==> config.mk <==
export PLATFORM = sky130hd
export DESIGN_NAME = spi_bus_arbiter
export DESIGN_NICKNAME = d
export VERILOG_FILES = /design/src/rtl/spi_bus_arbiter.sv
export SDC_FILE = /design/constraint.sdc
export NUM_CORES = 1
export LEC_CHECK = 0
export BUFFER_PORTS_ARGS = -buffer_cell sky130_fd_sc_hd__buf_4
export CAP_MARGIN = 20
export CORE_MARGIN = 5
export CORE_UTILIZATION = 30
export DETAILED_ROUTE_END_ITERATION = 8
export SLEW_MARGIN = 40
export SYNTH_ARGS = -nofsm -noshare
export SYNTH_HDL_FRONTEND = slang
export SYNTH_SLANG_ARGS = --single-unit
==> constraint.sdc <==
create_clock -name clk -period 2.8 [get_ports clk]
set_input_delay 0.56 -clock clk [delete_from_list [all_inputs] [get_ports clk]]
set_output_delay 0.56 -clock clk [all_outputs]
set_load 0.05 [all_outputs]
==> src/rtl/spi_bus_arbiter.sv <==
// Round-robin arbiter/sequencer sharing one spi_rdwr_bytes engine among NREQ requesters.
// One 1-4 byte transaction per grant, optional lock to chain CS-held transfers.
module spi_bus_arbiter #(
  parameter int          NREQ    = 4,
  parameter int          TO_W    = 20,
  parameter int unsigned TIMEOUT = 20'hFFFFF
) (
  input  logic                 clk,
  input  logic                 rst_n,
  input  logic [NREQ-1:0]      req,
  input  logic [32*NREQ-1:0]   req_wdata,
  input  logic [2*NREQ-1:0]    req_byte_num,
  input  logic [2*NREQ-1:0]    req_cs_mode,
  input  logic [NREQ-1:0]      req_lock,
  output logic [NREQ-1:0]      ack,
  output logic [NREQ-1:0]      err,
  output logic [31:0]          rdata,
  output logic                 busy,
  output logic                 spi_trig,
  output logic [31:0]          spi_writedata,
  output logic [1:0]           spi_byte_num,
  output logic [1:0]           spi_cs_mode,
  input  logic                 spi_finish,
  input  logic [31:0]          spi_readdata
);

  localparam int IW = (NREQ > 2) ? 2 : 1;

  localparam logic [1:0] IDLE = 2'd0;
  localparam logic [1:0] LOAD = 2'd1;
  localparam logic [1:0] WAIT = 2'd2;
  localparam logic [1:0] DONE = 2'd3;

  localparam logic [TO_W-1:0] TO_LAST = TO_W'(TIMEOUT - 1);

  logic [1:0]       state_reg;
  logic [IW-1:0]    ptr_reg;
  logic [IW-1:0]    gnt_reg;
  logic [TO_W-1:0]  cnt_reg;
  logic             lock_reg;
  logic [31:0]      rdata_reg;
  logic [NREQ-1:0]  ack_reg;
  logic [NREQ-1:0]  err_reg;
  logic             trig_reg;
  logic [31:0]      wdata_reg;
  logic [1:0]       byte_num_reg;
  logic [1:0]       cs_mode_reg;

  // Per-requester views of the flattened field buses.
  logic [31:0]      wdata_arr    [NREQ];
  logic [1:0]       byte_num_arr [NREQ];
  logic [1:0]       cs_mode_arr  [NREQ];
  logic [IW-1:0]    cand_idx     [NREQ];

  genvar gi;
  generate
    for (gi = 0; gi < NREQ; gi++) begin : g_req
      logic [IW:0] sum;
      assign wdata_arr[gi]    = req_wdata[32*gi +: 32];
      assign byte_num_arr[gi] = req_byte_num[2*gi +: 2];
      assign cs_mode_arr[gi]  = req_cs_mode[2*gi +: 2];
      // Candidate gi in round-robin order: (ptr + gi) mod NREQ.
      assign sum = {1'b0, ptr_reg} + (IW+1)'(gi);
      assign cand_idx[gi] = (sum >= (IW+1)'(NREQ)) ? IW'(sum - (IW+1)'(NREQ)) : IW'(sum);
    end
  endgenerate

  logic          rr_valid;
  logic [IW-1:0] rr_idx;

  // Walk candidates from the far end so the nearest one to ptr wins.
  always_comb begin
    rr_valid = 1'b0;
    rr_idx   = '0;
    for (int k = NREQ - 1; k >= 0; k--) begin
      if (req[cand_idx[k]]) begin
        rr_valid = 1'b1;
        rr_idx   = cand_idx[k];
      end
    end
  end

  logic          win_valid;
  logic [IW-1:0] win_idx;
  logic          lock_release;

  always_comb begin
    win_valid    = 1'b0;
    win_idx      = '0;
    lock_release = 1'b0;
    if (lock_reg) begin
      if (req[gnt_reg]) begin
        win_valid = 1'b1;
        win_idx   = gnt_reg;
      end else if (!req_lock[gnt_reg]) begin
        // Owner walked away: drop the lock and arbitrate in the same cycle.
        lock_release = 1'b1;
        win_valid    = rr_valid;
        win_idx      = rr_idx;
      end
    end else begin
      win_valid = rr_valid;
      win_idx   = rr_idx;
    end
  end

  logic [IW-1:0] ptr_next;
  assign ptr_next = (gnt_reg == IW'(NREQ - 1)) ? '0 : gnt_reg + IW'(1);

  always_ff @(posedge clk) begin
    if (!rst_n) begin
      state_reg    <= IDLE;
      ptr_reg      <= '0;
      gnt_reg      <= '0;
      cnt_reg      <= '0;
      lock_reg     <= 1'b0;
      rdata_reg    <= '0;
      ack_reg      <= '0;
      err_reg      <= '0;
      trig_reg     <= 1'b0;
      wdata_reg    <= '0;
      byte_num_reg <= '0;
      cs_mode_reg  <= '0;
    end else begin
      ack_reg  <= '0;
      err_reg  <= '0;
      trig_reg <= 1'b0;
      case (state_reg)
        IDLE: begin
          if (lock_release) begin
            lock_reg <= 1'b0;
          end
          if (win_valid) begin
            gnt_reg      <= win_idx;
            wdata_reg    <= wdata_arr[win_idx];
            byte_num_reg <= byte_num_arr[win_idx];
            cs_mode_reg  <= cs_mode_arr[win_idx];
            trig_reg     <= 1'b1;
            state_reg    <= LOAD;
          end
        end
        LOAD: begin
          cnt_reg   <= '0;
          state_reg <= WAIT;
        end
        WAIT: begin
          cnt_reg <= cnt_reg + TO_W'(1);
          // A finish on the timeout cycle still counts as success.
          if (spi_finish) begin
            rdata_reg        <= spi_readdata;
            lock_reg         <= req_lock[gnt_reg];
            ack_reg[gnt_reg] <= 1'b1;
            state_reg        <= DONE;
          end else if (cnt_reg == TO_LAST) begin
            err_reg[gnt_reg] <= 1'b1;
            lock_reg         <= 1'b0;
            state_reg        <= IDLE;
          end
        end
        DONE: begin
          if (!lock_reg) begin
            ptr_reg <= ptr_next;
          end
          state_reg <= IDLE;
        end
        default: state_reg <= IDLE;
      endcase
    end
  end

  assign ack           = ack_reg;
  assign err           = err_reg;
  assign rdata         = rdata_reg;
  assign busy          = (state_reg != IDLE) || lock_reg;
  assign spi_trig      = trig_reg;
  assign spi_writedata = wdata_reg;
  assign spi_byte_num  = byte_num_reg;
  assign spi_cs_mode   = cs_mode_reg;

endmodule

======== Word-level counts from Yosys, hierarchy flattened ========
Cells that the tools add are included.
word-level totals
  register bits after elaboration ......... 104
  input port bits ......................... 187
  output and inout bits ................... 78
  logic and storage cells ................. 114
operators by class
  $add $sub $neg .......................... 9
  magnitude comparators ................... 11
  eq/ne operators ......................... 8
  muxes and demuxes ....................... 55
  bitwise operators ....................... 5
  reduce and logical (&&, ||, !) cells .... 14
operators with widths
  operator               count
  $bmux 32 s2            1
  $mux 32                2
  $pmux 20 s2            1
  $mux 2                 19
  $mux 1                 21
  $add 20x1->20 const B  1
  $eq 20x20->1 const B   1
  $lt 2x3->1 const B     5
  $bmux 1 s2             6
  $ge 3x3->1 const B     4
  $reduce_and 2->1       5
  $bmux 2 s2             2
  $pmux 2 s4             1
  $sub 2x1->2 const B    4
  $add 2x2->3 const B    2
  $eq 2x2->1 const B     3
  $reduce_and 3->1       2
  $reduce_bool 2->1      3
  $ne 2x2->1 const B     2
  $not 1->1              4
  $reduce_or 4->1        1
  $add 2x1->3 const B    1
  $ge 2x3->1 const B     1
  $ne 3x3->1 const B     1
  9 further kinds        9

======== Logic depth before layout (Yosys ltp) ========
  depth in word-level cells ............... 16
  depth in mapped cells ................... 9
  gate-level depth less buffers ........... 8

======== Worst setup path after synthesis ========
OpenSTA, ideal clock, no wires.
  path type ............................... input to register
  start point ............................. in req[2]
  end point ............................... reg byte_num_reg[1], in the netlist spi_byte_num[1]
  library setup time ...................... 128 ps
  arrival time ............................ 2001 ps
  data required time ...................... 2672 ps
  slack ................................... 671 ps
  stages on the path ...................... 8
  path buffers ............................ 2
  cells stage by stage .................... mux2_4 > and2_4 > o31ai_2 > a32o_2 > buf_6 > buf_6 > mux2i_1 > o221ai_2
on the way
  word-level cells in the longest chain between the ends .. 13
  elaborated cells on any way between the ends .. 29
  those cells by class .................... 27 x mux; 1 x bitwise; 1 x reduce/logical
ends and longest elaborated chain
  item                                       RTL line  text
  start: declaration                         10        input logic [NREQ-1:0] req,
  $bmux 1 s2                                 76        if (req[cand_idx[k]]) begin
  $mux 1 (not written as such)               76
  $mux 2 (4 in a row)                        76
  $mux 2                                     95        end else if (!req_lock[gnt_reg]) begin
  $mux 2                                     92        if (req[gnt_reg]) begin
  $mux 2                                     91        if (lock_reg) begin
  $not 2->3 (not written as such)            136       byte_num_reg <= byte_num_arr[win_idx];
  $bmux 2 s2                                 136
  $mux 2 (not written as such) (2 in a row)  136
  end signal: assignment                     136
  end: declaration                           46        logic [1:0] byte_num_reg;
Several ways; a longest one is shown, not always the timed one. The select of a mux whose other input is x is not followed.
A chain may end at the register's enable or synchronous reset.

======== Worst setup path in the final report ========
  start point ............................. reg gnt_reg[0]
  end point ............................... reg wdata_reg[7], in the netlist spi_writedata[7]
on the way
  word-level cells in the longest chain between the ends .. 9
  elaborated cells on any way between the ends .. 15
  those cells by class .................... 13 x mux; 1 x bitwise; 1 x reduce/logical
ends and longest elaborated chain
  item                                        RTL line  text
  start: declaration                          38        logic [IW-1:0] gnt_reg;
  start signal: assignment                    134       gnt_reg <= win_idx;
  $bmux 1 s2                                  95
  $mux 1 (not written as such)                95
  $mux 2                                      95
  $mux 2                                      92
  $mux 2                                      91
  $not 2->3 (not written as such)             135       wdata_reg <= wdata_arr[win_idx];
  $bmux 32 s2                                 135
  $mux 32 (not written as such) (2 in a row)  135
  end signal: assignment                      135
  end: declaration                            45        logic [31:0] wdata_reg;
Several ways; a longest one is shown, not always the timed one. The select of a mux whose other input is x is not followed.

==> out/metrics.csv <==
metric,value,unit
crit_slowest_cell,dfxtp_1,
drive_above_1_share,39.6,%
clock_sinks,104,
vias_per_cell,4.63,
placed_cells,1018,
cp_slowest_stage_delay,0.52,ns
fmax,411,MHz
layout_commonest_cell,buf_4,
highest_layer,met4,
drc,0,
syn_inst,550,
min_period_over_period,87.0,%
path_cells,mux2i_1 > and4bb_4 > nor3_4 > and2_1 > nand2_4 > o221ai_1,
tightest_slew,0.633,ns
final_cell_mix,"buf_4 (273), dfxtp_1 (104), nand2_1 (98)",
dp_hpwl,13.0,mm
cp_max_fo,19,
io_pins,265,
synth_top_area_cell,dfxtp_1,
dr.pass1.iters,4,
synth_ff_type,dfxtp_1,
cts_resized,0,
htree_levels,3,
n_antenna_cell,0,
post_cts_buffers,0,
p_per_area,651,nW/µm²
synth_area_leaders,"dfxtp_1 (40%), mux2i_1 (18%), nand2_1 (7.1%), a21oi_1 (4.1%), o221ai_2 (3.2%)",
clkLatencyLatePin,0.35,ns
layout_min_cycle_time,2.43,ns
min_path_type,in -> reg,
postRouteAntennaNets,0,
slew_viol_final,0,
maxCapViolations,0,
syn_area_per_cell,9.42,µm²
track_usage,15.7,%
status,"complete, no violations",
totalWireLength,16.8,mm
path_delay_family,simple AND/OR/NAND/NOR gates,
cts_tree,done,
path_class,reg -> reg,
cts.clk_slew.worst_paths,0.08,ns
ys_seq_area_share,40.2,%
die_x,141,µm
grt_pass1_vias,4550,
wl_per_cell,16.2,µm
crit_arrival,2.70,ns
fin_nets,1001,
ir_worst_vdd,0.375,mV
place.gp.congestion,0.803,
tns,0,ns
synth.cell_area,5180,µm²
cts_hold_buf,0,
finalSetupViolations,0,
grt_max_degree,40,
syn_nets,747,
worst-path-stages,6,
nFillCells,1684,
dieHeight,141,µm
rsz0062_at_grt,false,
synth_edf_count,0,
overflow,0,
clock_skew,0.0104,ns
cts_max_path_buffers,2,
drt_iter0_drc,153,
wl_met2,8.55,mm
wl_met1,6.48,mm
vias,4791,
synthToLayoutAreaGrowth,48.2,%
slew-limit-headroom,57.4,%
start_util,30.3,%
io_buffers,264,
antenna_found_initial,0,
yosys_warnings,0,
synth_top_area_share,40.2,%
layout.cells.non_filler,1034,
root_buffer,clkbuf_16,
ys_seq_elements,104,
cts_buffers,9,
die-area,20000,µm²
grt_pass1_wl,24.9,mm
reg2reg_depth,6,
hold_depth,3,
worst_hold_slack,0.447,ns
ys_types,49,
cp-end-kind,register,
path_buf_inv,0,
start_kind,register,
num_rows,48,
hold_violations,0,
met3_wirelength,1.61,mm
required,3.07,ns
p_leak,3.31,nW
core,17100,µm²
synth-async-reset-ratio,0,%
worst min-delay path, delay by kind of cell:
| family | cells | cell delay, ns |
|---|---|---|
| AO/OA/AOI/OAI | 1 | 0.05 |
| buffers and inverters | 1 | 0.11 |
| AND/OR/NAND/NOR | 1 | 0.04 |
synthesized netlist by cell type, types with 2 or more instances:
master	count
nand3_1	9
o21ai_0	7
buf_6	9
o221ai_1	8
nor2b_1	4
nand4_1	4
mux2i_2	2
a21oi_1	42
buf_4	4
clkbuf_1	18
buf_8	2
o221ai_2	11
and2_1	6
xor2_1	12
a22o_1	17
and3_1	5
and4_1	3
a311oi_1	2
a211oi_1	3
ha_1	10
inv_1	8
dfxtp_1	104
nor3_1	3
nand2b_1	6
mux2i_1	93
or3_1	2
nor2_1	32
buf_2	2
nand2_1	98
xnor2_1	5
area by class of cell:
| type | instances | area, µm² | area share [%] |
|---|---|---|---|
| inverter | 9 | 33.8 | 0.440 |
| clock buffer | 9 | 225 | 2.93 |
| tap | 225 | 282 | 3.67 |
| timing repair buffer | 278 | 2150 | 28.0 |
| clock inverter | 7 | 53.8 | 0.701 |
| sequential | 104 | 2080 | 27.1 |
| multi-input combinational | 402 | 2850 | 37.1 |
routing by layer:
layer | up-vias | track usage [%]
li1 | 2446 | -
met4 | 0 | 2.93
met2 | 160 | 28.6
met3 | 11 | 6.57
met5 | - | 0
met1 | 2174 | 17.3
final timing paths:
| kind | startpoint | end | slack, ns |
|---|---|---|---|
| max | gnt_reg[0] | spi_writedata[7] | 0.37 |
| min | spi_readdata[28] | rdata[28] | 0.45 |
| max reg2reg | gnt_reg[0] | spi_writedata[7] | 0.37 |
| min reg2reg | rdata[12] | rdata[12] | 0.45 |
cells by family (layout without fill, tap and decap cells):
family / after synthesis / in the layout / share of synthesized area, %
adders and majority gates: 10 / 10 / 2.41
xor gates and xnor gates: 17 / 17 / 2.87
and+or+nand+nor: 183 / 183 / 16.4
buffers and inverters: 44 / 303 / 5.26
muxes: 96 / 96 / 18.8
DFF: 104 / 104 / 40.2
AOI/OAI and AO/OA: 96 / 96 / 14.0
where the power goes:
group	total, mW	internal [mW]	switching, mW
sequential	1.80	1.67	0.129
combinational	2.00	0.769	1.23
clock	1.20	0.610	0.590
total	5.00	3.05	1.95
metrics by stage:
| stage | setup slack (ns) | power, mW | area, µm² | util, % |
|---|---|---|---|---|
| 6_report | 0.365 | 5.00 | 7680 | 44.8 |
| 5_1_grt | 0.109 | 5.27 | 7680 | 44.8 |
| 4_1_cts | 0.325 | 5.08 | 7680 | 44.8 |
| 3_5_place_dp | 0.265 | 3.86 | 7400 | 43.2 |
| 3_3_place_gp | 0.322 | 3.85 | 7400 | 43.2 |
| 2_1_floorplan | 0.671 | 3.15 | 5180 | - |
Power figures use the tool's default switching activity.
